<file path="src/rtl/hazard_ctrl_pkg.sv">
// hazard_ctrl_pkg: scoreboard entry, control-bundle encodings and match helper for hazard_ctrl.
package hazard_ctrl_pkg;
  localparam int ADDR_W = 5;
  localparam logic [ADDR_W-1:0] REG_ZERO = '0;
  typedef struct packed {
    logic              v;
    logic [ADDR_W-1:0] dst;
    logic              ld;
  } sb_entry_t;
  typedef struct packed {
    logic pc_load;
    logic ifid_load;
    logic ifid_flush;
    logic idex_bubble;
  } ctrl_t;
  localparam ctrl_t CTRL_RUN   = 4'b1100;
  localparam ctrl_t CTRL_STALL = 4'b0001;
  localparam ctrl_t CTRL_FLUSH = 4'b1111;
  localparam sb_entry_t SB_INVALID = '0;
  function automatic logic sb_match(input sb_entry_t e, input logic use_rs,
                                    input logic [ADDR_W-1:0] rs, input logic use_rt,
                                    input logic [ADDR_W-1:0] rt);
    return e.v & ((use_rs & (rs == e.dst)) | (use_rt & (rt == e.dst)));
  endfunction
endpackage

</file>
<file path="src/rtl/hazard_ctrl_sat_counter.sv">
// sat_counter: W-bit event counter that sticks at all-ones instead of wrapping.
module sat_counter #(
  parameter int W = 16
) (
  input  logic         clk,
  input  logic         rst,
  input  logic         inc,
  output logic [W-1:0] cnt
);
  logic [W-1:0] cnt_q, cnt_d;
  always_comb cnt_d = (inc & ~&cnt_q) ? cnt_q + 1'b1 : cnt_q;
  always_ff @(posedge clk or negedge rst) begin
    if (!rst) cnt_q <= '0;
    else      cnt_q <= cnt_d;
  end
  assign cnt = cnt_q;
endmodule

</file>
<file path="src/rtl/hazard_ctrl.sv">
// hazard_ctrl: stall/flush control from a private EX/MEM write scoreboard.
// HAZARD_FWD_EN defined: only load-use stalls; undefined: any RAW on EX/MEM writers stalls.
module hazard_ctrl
  import hazard_ctrl_pkg::*;
#(
  parameter int REG_AW = 5,
  parameter int CNT_W  = 16
) (
  input  logic              clk,
  input  logic              rst,
  input  logic              id_valid,
  input  logic [REG_AW-1:0] id_rs,
  input  logic [REG_AW-1:0] id_rt,
  input  logic              id_use_rs,
  input  logic              id_use_rt,
  input  logic [REG_AW-1:0] id_dst,
  input  logic              id_reg_write,
  input  logic              id_mem_read,
  input  logic              ex_branch_taken,
  output logic              pc_load,
  output logic              ifid_load,
  output logic              ifid_flush,
  output logic              idex_bubble,
  output logic [CNT_W-1:0]  stall_cnt,
  output logic [CNT_W-1:0]  flush_cnt
);
  sb_entry_t sb_ex_q, sb_ex_d, sb_mem_q, sb_mem_d;
  ctrl_t     ctrl;
  logic      hz, stall, flush;
  always_comb begin
`ifdef HAZARD_FWD_EN
    hz = id_valid & sb_ex_q.ld & sb_match(sb_ex_q, id_use_rs, id_rs, id_use_rt, id_rt);
`else
    hz = id_valid & (sb_match(sb_ex_q, id_use_rs, id_rs, id_use_rt, id_rt) |
                     sb_match(sb_mem_q, id_use_rs, id_rs, id_use_rt, id_rt));
`endif
    flush    = ex_branch_taken;
    stall    = hz & ~flush;
    ctrl     = flush ? CTRL_FLUSH : stall ? CTRL_STALL : CTRL_RUN;
    sb_mem_d = sb_ex_q;
    // $0 writes never enter the scoreboard, so $0 readers cannot match.
    sb_ex_d  = ctrl.idex_bubble ? SB_INVALID :
               '{v: id_valid & id_reg_write & (id_dst != REG_ZERO), dst: id_dst, ld: id_mem_read};
  end
  always_ff @(posedge clk or negedge rst) begin
    if (!rst) begin
      sb_ex_q  <= SB_INVALID;
      sb_mem_q <= SB_INVALID;
    end else begin
      sb_ex_q  <= sb_ex_d;
      sb_mem_q <= sb_mem_d;
    end
  end
  assign {pc_load, ifid_load, ifid_flush, idex_bubble} = ctrl;
  sat_counter #(.W(CNT_W)) u_stall_cnt (.clk(clk), .rst(rst), .inc(stall), .cnt(stall_cnt));
  sat_counter #(.W(CNT_W)) u_flush_cnt (.clk(clk), .rst(rst), .inc(flush), .cnt(flush_cnt));
endmodule

</file>
<file path="config.mk">
export PLATFORM = sky130hd
export DESIGN_NAME = hazard_ctrl
export DESIGN_NICKNAME = d
export VERILOG_FILES = /design/src/rtl/hazard_ctrl_pkg.sv /design/src/rtl/hazard_ctrl_sat_counter.sv /design/src/rtl/hazard_ctrl.sv
export SDC_FILE = /design/constraint.sdc
export NUM_CORES = 1
export LEC_CHECK = 0
export BUFFER_PORTS_ARGS = -buffer_cell sky130_fd_sc_hd__buf_2
export CAP_MARGIN = 40
export CORE_MARGIN = 2
export CORE_UTILIZATION = 30
export CTS_BUF_LIST = sky130_fd_sc_hd__clkbuf_8 sky130_fd_sc_hd__clkbuf_16
export CTS_CLUSTER_SIZE = 16
export DETAILED_ROUTE_END_ITERATION = 10
export GPL_ROUTABILITY_DRIVEN = 0
export MAX_ROUTING_LAYER = met4
export PLACE_DENSITY_LB_ADDON = 0.15
export SLEW_MARGIN = 20
export SYNTH_ARGS = -nofsm -noshare
export SYNTH_HDL_FRONTEND = slang
export SYNTH_SLANG_ARGS = --single-unit
</file>
<file path="constraint.sdc">
create_clock -name clk -period 2.35 [get_ports clk]
set_clock_uncertainty 0.15 [all_clocks]
set_input_delay 0.3525 -clock clk [delete_from_list [all_inputs] [get_ports clk]]
set_output_delay 0.3525 -clock clk [all_outputs]
set_load 0.005 [all_outputs]
</file>
==> run summary <==
### Timing
- **TNS Setup** 0 ns
- **final cycle utilization of the critical path** 0.979
- **# setup viols final** 0
- **clock period minus final worst setup slack** 2.30 ns
- **highest achievable clock rate** 434 MHz
- **setup repair after global routing missed its margin** true
- **max-slew violation total from the final report** 0
- **Slew headroom** 0.654
- **final hold violation count** 0
- **Slew @ Worst Pin** 0.519 ns
- **worst hold slack** 0.129 ns

### Global routing
- **total global routing overflow** 0
- **maximum number of pins on one net before global-route repair** 25
- **via count of the first global-routing pass** 1642
- **initial antenna violation count** 0
- **overall fraction of global-route tracks in use** 0.128
- **global-route wire length before repair** 8130 um

### Placed design
- **placed wire-length estimate** 3560 um
- **placed instance area** 0.00264 mm^2
- **IO buf count** 57

### Logic synthesis
- **most used standard cell by instance count after synthesis** sky130_fd_sc_hd__dfrtp_1
- **post-synthesis register bit count** 44
- **instance count of the mapped netlist** 198
- **most used flip-flop cell after synthesis** sky130_fd_sc_hd__dfrtp_1
- **Yosys top cell by area** sky130_fd_sc_hd__dfrtp_1
- **Mean Syn Cell Area** 11.2 um^2
- **main area contributors after synthesis** sky130_fd_sc_hd__dfrtp_1 50%, sky130_fd_sc_hd__xnor2_1 11%, sky130_fd_sc_hd__xor2_1 7.9%, sky130_fd_sc_hd__nand4_1 5.1%, sky130_fd_sc_hd__nand3_1 2.9%
- **asr flop ratio synth** 1.00
- **netlist area before placement** 0.00222 mm^2
- **proportion of netlist area held by the largest area contributor** 0.496
- **Warnings, synthesis** 0
- **sequential-to-total area share from yosys stat** 0.496
- **Commonest cells post-synth** 44 x sky130_fd_sc_hd__dfrtp_1, 27 x sky130_fd_sc_hd__xnor2_1, 20 x sky130_fd_sc_hd__xor2_1
- **number of enable flip-flop cells after synthesis** 0
- **synthesized netlist net count** 223
- **number of library cell types mapped by synthesis** 34

### Routing
- **met1 layer wirelength in the final routing** 2160 um
- **met3 routed WL** 271 um
- **Total Wirelength** 4760 um
- **initial drt markers** 25
- **routed wire length per instance** 13.0 um
- **count of nets left with antenna violations after detail routing** 0
- **vias after detailed routing** 1680
- **drt first pass iters** 4
- **highest metal layer used by the detailed router** met4
- **Remaining DRCs** 0
- **detailed-route vias per instance** 4.60
- **met2 routed wirelength** 2260 um

### Worst setup path
- **critical path, cell by cell** xor2_1 > nor4_2 > nand4_1 > nand4_4 > a21oi_2 > inv_1 > buf_2
- **kind of capture point of the worst setup path** primary output
- **buffers and inverters on the worst path** 2
- **Reg2Reg Launch Point** sb_ex_q[1]$_DFF_PN0_
- **CP peak stage delay** 0.41 ns
- **worst endpoint required time** 1.85 ns
- **cell with the biggest individual delay on the critical path** sky130_fd_sc_hd__dfrtp_1
- **start point of the critical path** sb_ex_q[1]$_DFF_PN0_
- **classification of the worst setup path** flip-flop to primary output
- **critical-path maximum fanout** 3
- **startpoint type of the worst setup path** flip-flop
- **data arrival time of the critical path** 1.80 ns
- **CP top delay family** simple AND/OR/NAND/NOR gates

### Flow run
- **total of max-cap violations** 0

### Cells and area
- **fin nets** 290
- **area used by sequential logic in the layout** 0.00110 mm^2
- **area growth from synthesis to layout** 25.0%
- **filler instances** 763
- **number of antenna diodes** 0
- **area of the multi-input gates** 0.00108 mm^2
- **post-route standard cell area excluding fillers** 0.00277 mm^2
- **proportion of layout cells with a drive suffix above 1** 0.338

### Clock tree
- **htree depth** 2
- **number of CTS-inserted buffers** 5
- **clock tree root buffer cell** sky130_fd_sc_hd__clkbuf_8
- **CTS sink cnt** 44
- **clock buffer depth** 2
- **Clk pin slew, worst setup/hold paths** 0.07 ns
- **clock tree from TritonCTS** done
- **later-pin clock latency in the skew report** 0.30 ns

### Floorplan
- **boundary pin count** 59
- **floorplan die area** 0.00810 mm^2
- **Placement Rows** 31
- **Core ar.** 0.00721 mm^2
- **starting density of the core** 0.308
- **die width** 90.0 um
- **die outline height** 90.0 um

### Hold path
- **min-delay src** id_dst[3]
- **worst hold-check path type** input pin to flip-flop

### Pwr
- **power density of the placed cells** 608 mW/mm^2
- **Pleak** 1.37 nW
- **Max IR drop VDD** 0.357 mV

### Outcome
- **outcome** completed

[path summary, 6_finish.rpt]
path	to	cells after the start	slack (ns)
hold / removal	sb_ex_q[4]$_DFF_PN0_	2	0.13
setup reg to reg	u_stall_cnt.cnt[1]$_DFFE_PN0P_	7	0.15
hold reg to reg	sb_mem_q[6]$_DFF_PN0_	0	0.26
setup / recovery	idex_bubble	7	0.05
min in group asynchronous	u_stall_cnt.cnt[15]$_DFFE_PN0P_	2	0.41
max in group asynchronous	sb_ex_q[5]$_DFF_PN0_	3	1.13
[metrics by stage]
step / std cells / util / total power [mW] / setup slack, ns
detailed placement: 354 / 0.366 / 1.23 / 0.136
CTS: 364 / 0.381 / 1.72 / 0.0128
floorplan: 198 / - / 1.08 / 0.356
global placement: 354 / 0.366 / 1.23 / 0.150
finish: 365 / 0.384 / 1.69 / 0.0483
global route: 365 / 0.384 / 1.81 / -0.0710
[area by class of cell]
cell class / instances / share of cell area
Sequential cell: 44 / 0.397
Multi-Input combinational cell: 144 / 0.388
Timing Repair Buffer: 66 / 0.133
Tap cell: 99 / 0.0447
Clock buffer: 6 / 0.0298
Inverter: 4 / 0.00541
Clock inverter: 2 / 0.00271
[routing by layer]
metal / vias to the layer above / GRT usage
met1: 807 / 0.163
met5: - / -
met4: 0 / 0.0423
li1: 827 / -
met3: 6 / 0.0394
met2: 40 / 0.195
[what timing repair did]
action	4_1_cts	5_1_grt
hold endpoints to repair	20	0
endpoints found under the setup margin	3	3
gates resized for setup	0	4
gates cloned	0	0
pin swaps	1	6
buffers inserted	1	1
hold buffers	1	0
[report_power, final]
group          total [mW]  internal, mW  switching (mW)
logic               0.288         0.153           0.134
clock network       0.472         0.231           0.241
registers           0.928         0.831          0.0964
[state kept, by name, summed over array words and instances, names as in the netlist]
name and flops:
sb_ex_q 6, sb_mem_q 6, u_flush_cnt.cnt 16, u_stall_cnt.cnt 16
[kinds of logic (layout without fill, tap and decap cells)]
family                   after synthesis  after routing  synth area share
flip-flops                            44             44             0.496
AO/OA/AOI/OAI                          6              6            0.0163
AND/OR/NAND/NOR                       86             86             0.246
XOR/XNOR                              47             47             0.185
buffers and inverters                 10             78            0.0276
adder cells (fa/ha/maj)                2              2            0.0113
multiplexers                           3              3            0.0169
[worst reg2reg max path, stage by stage, from the launching register on]
cell	delay, ns
sky130_fd_sc_hd__dfrtp_1	0.41
sky130_fd_sc_hd__xor2_1	0.18
sky130_fd_sc_hd__nor4_2	0.33
sky130_fd_sc_hd__nand4_1	0.20
sky130_fd_sc_hd__nand4_4	0.17
sky130_fd_sc_hd__buf_4	0.21
sky130_fd_sc_hd__nand3_2	0.13
sky130_fd_sc_hd__mux2_4	0.31
[cell usage in the layout (no fill, tap or decap), types with 2 or more instances in the layout]
cell	netlist	layout
sky130_fd_sc_hd__a31oi_1	3	3
sky130_fd_sc_hd__and2_1	5	5
sky130_fd_sc_hd__and3_1	8	8
sky130_fd_sc_hd__buf_2	1	57
sky130_fd_sc_hd__buf_4	2	7
sky130_fd_sc_hd__clkbuf_8	0	6
sky130_fd_sc_hd__dfrtp_1	44	44
sky130_fd_sc_hd__ha_1	2	2
sky130_fd_sc_hd__inv_1	4	6
sky130_fd_sc_hd__mux2_2	2	2
sky130_fd_sc_hd__nand2_1	11	10
sky130_fd_sc_hd__nand3_1	13	13
sky130_fd_sc_hd__nand3_2	3	3
sky130_fd_sc_hd__nand4_1	18	18
sky130_fd_sc_hd__nand4_4	2	2
sky130_fd_sc_hd__nor2_1	8	8
sky130_fd_sc_hd__nor2b_1	2	2
sky130_fd_sc_hd__nor3_1	2	2
sky130_fd_sc_hd__nor4_1	4	2
sky130_fd_sc_hd__nor4_2	2	4
sky130_fd_sc_hd__xnor2_1	27	27
sky130_fd_sc_hd__xor2_1	20	20
(Power assumes the default switching activity.)
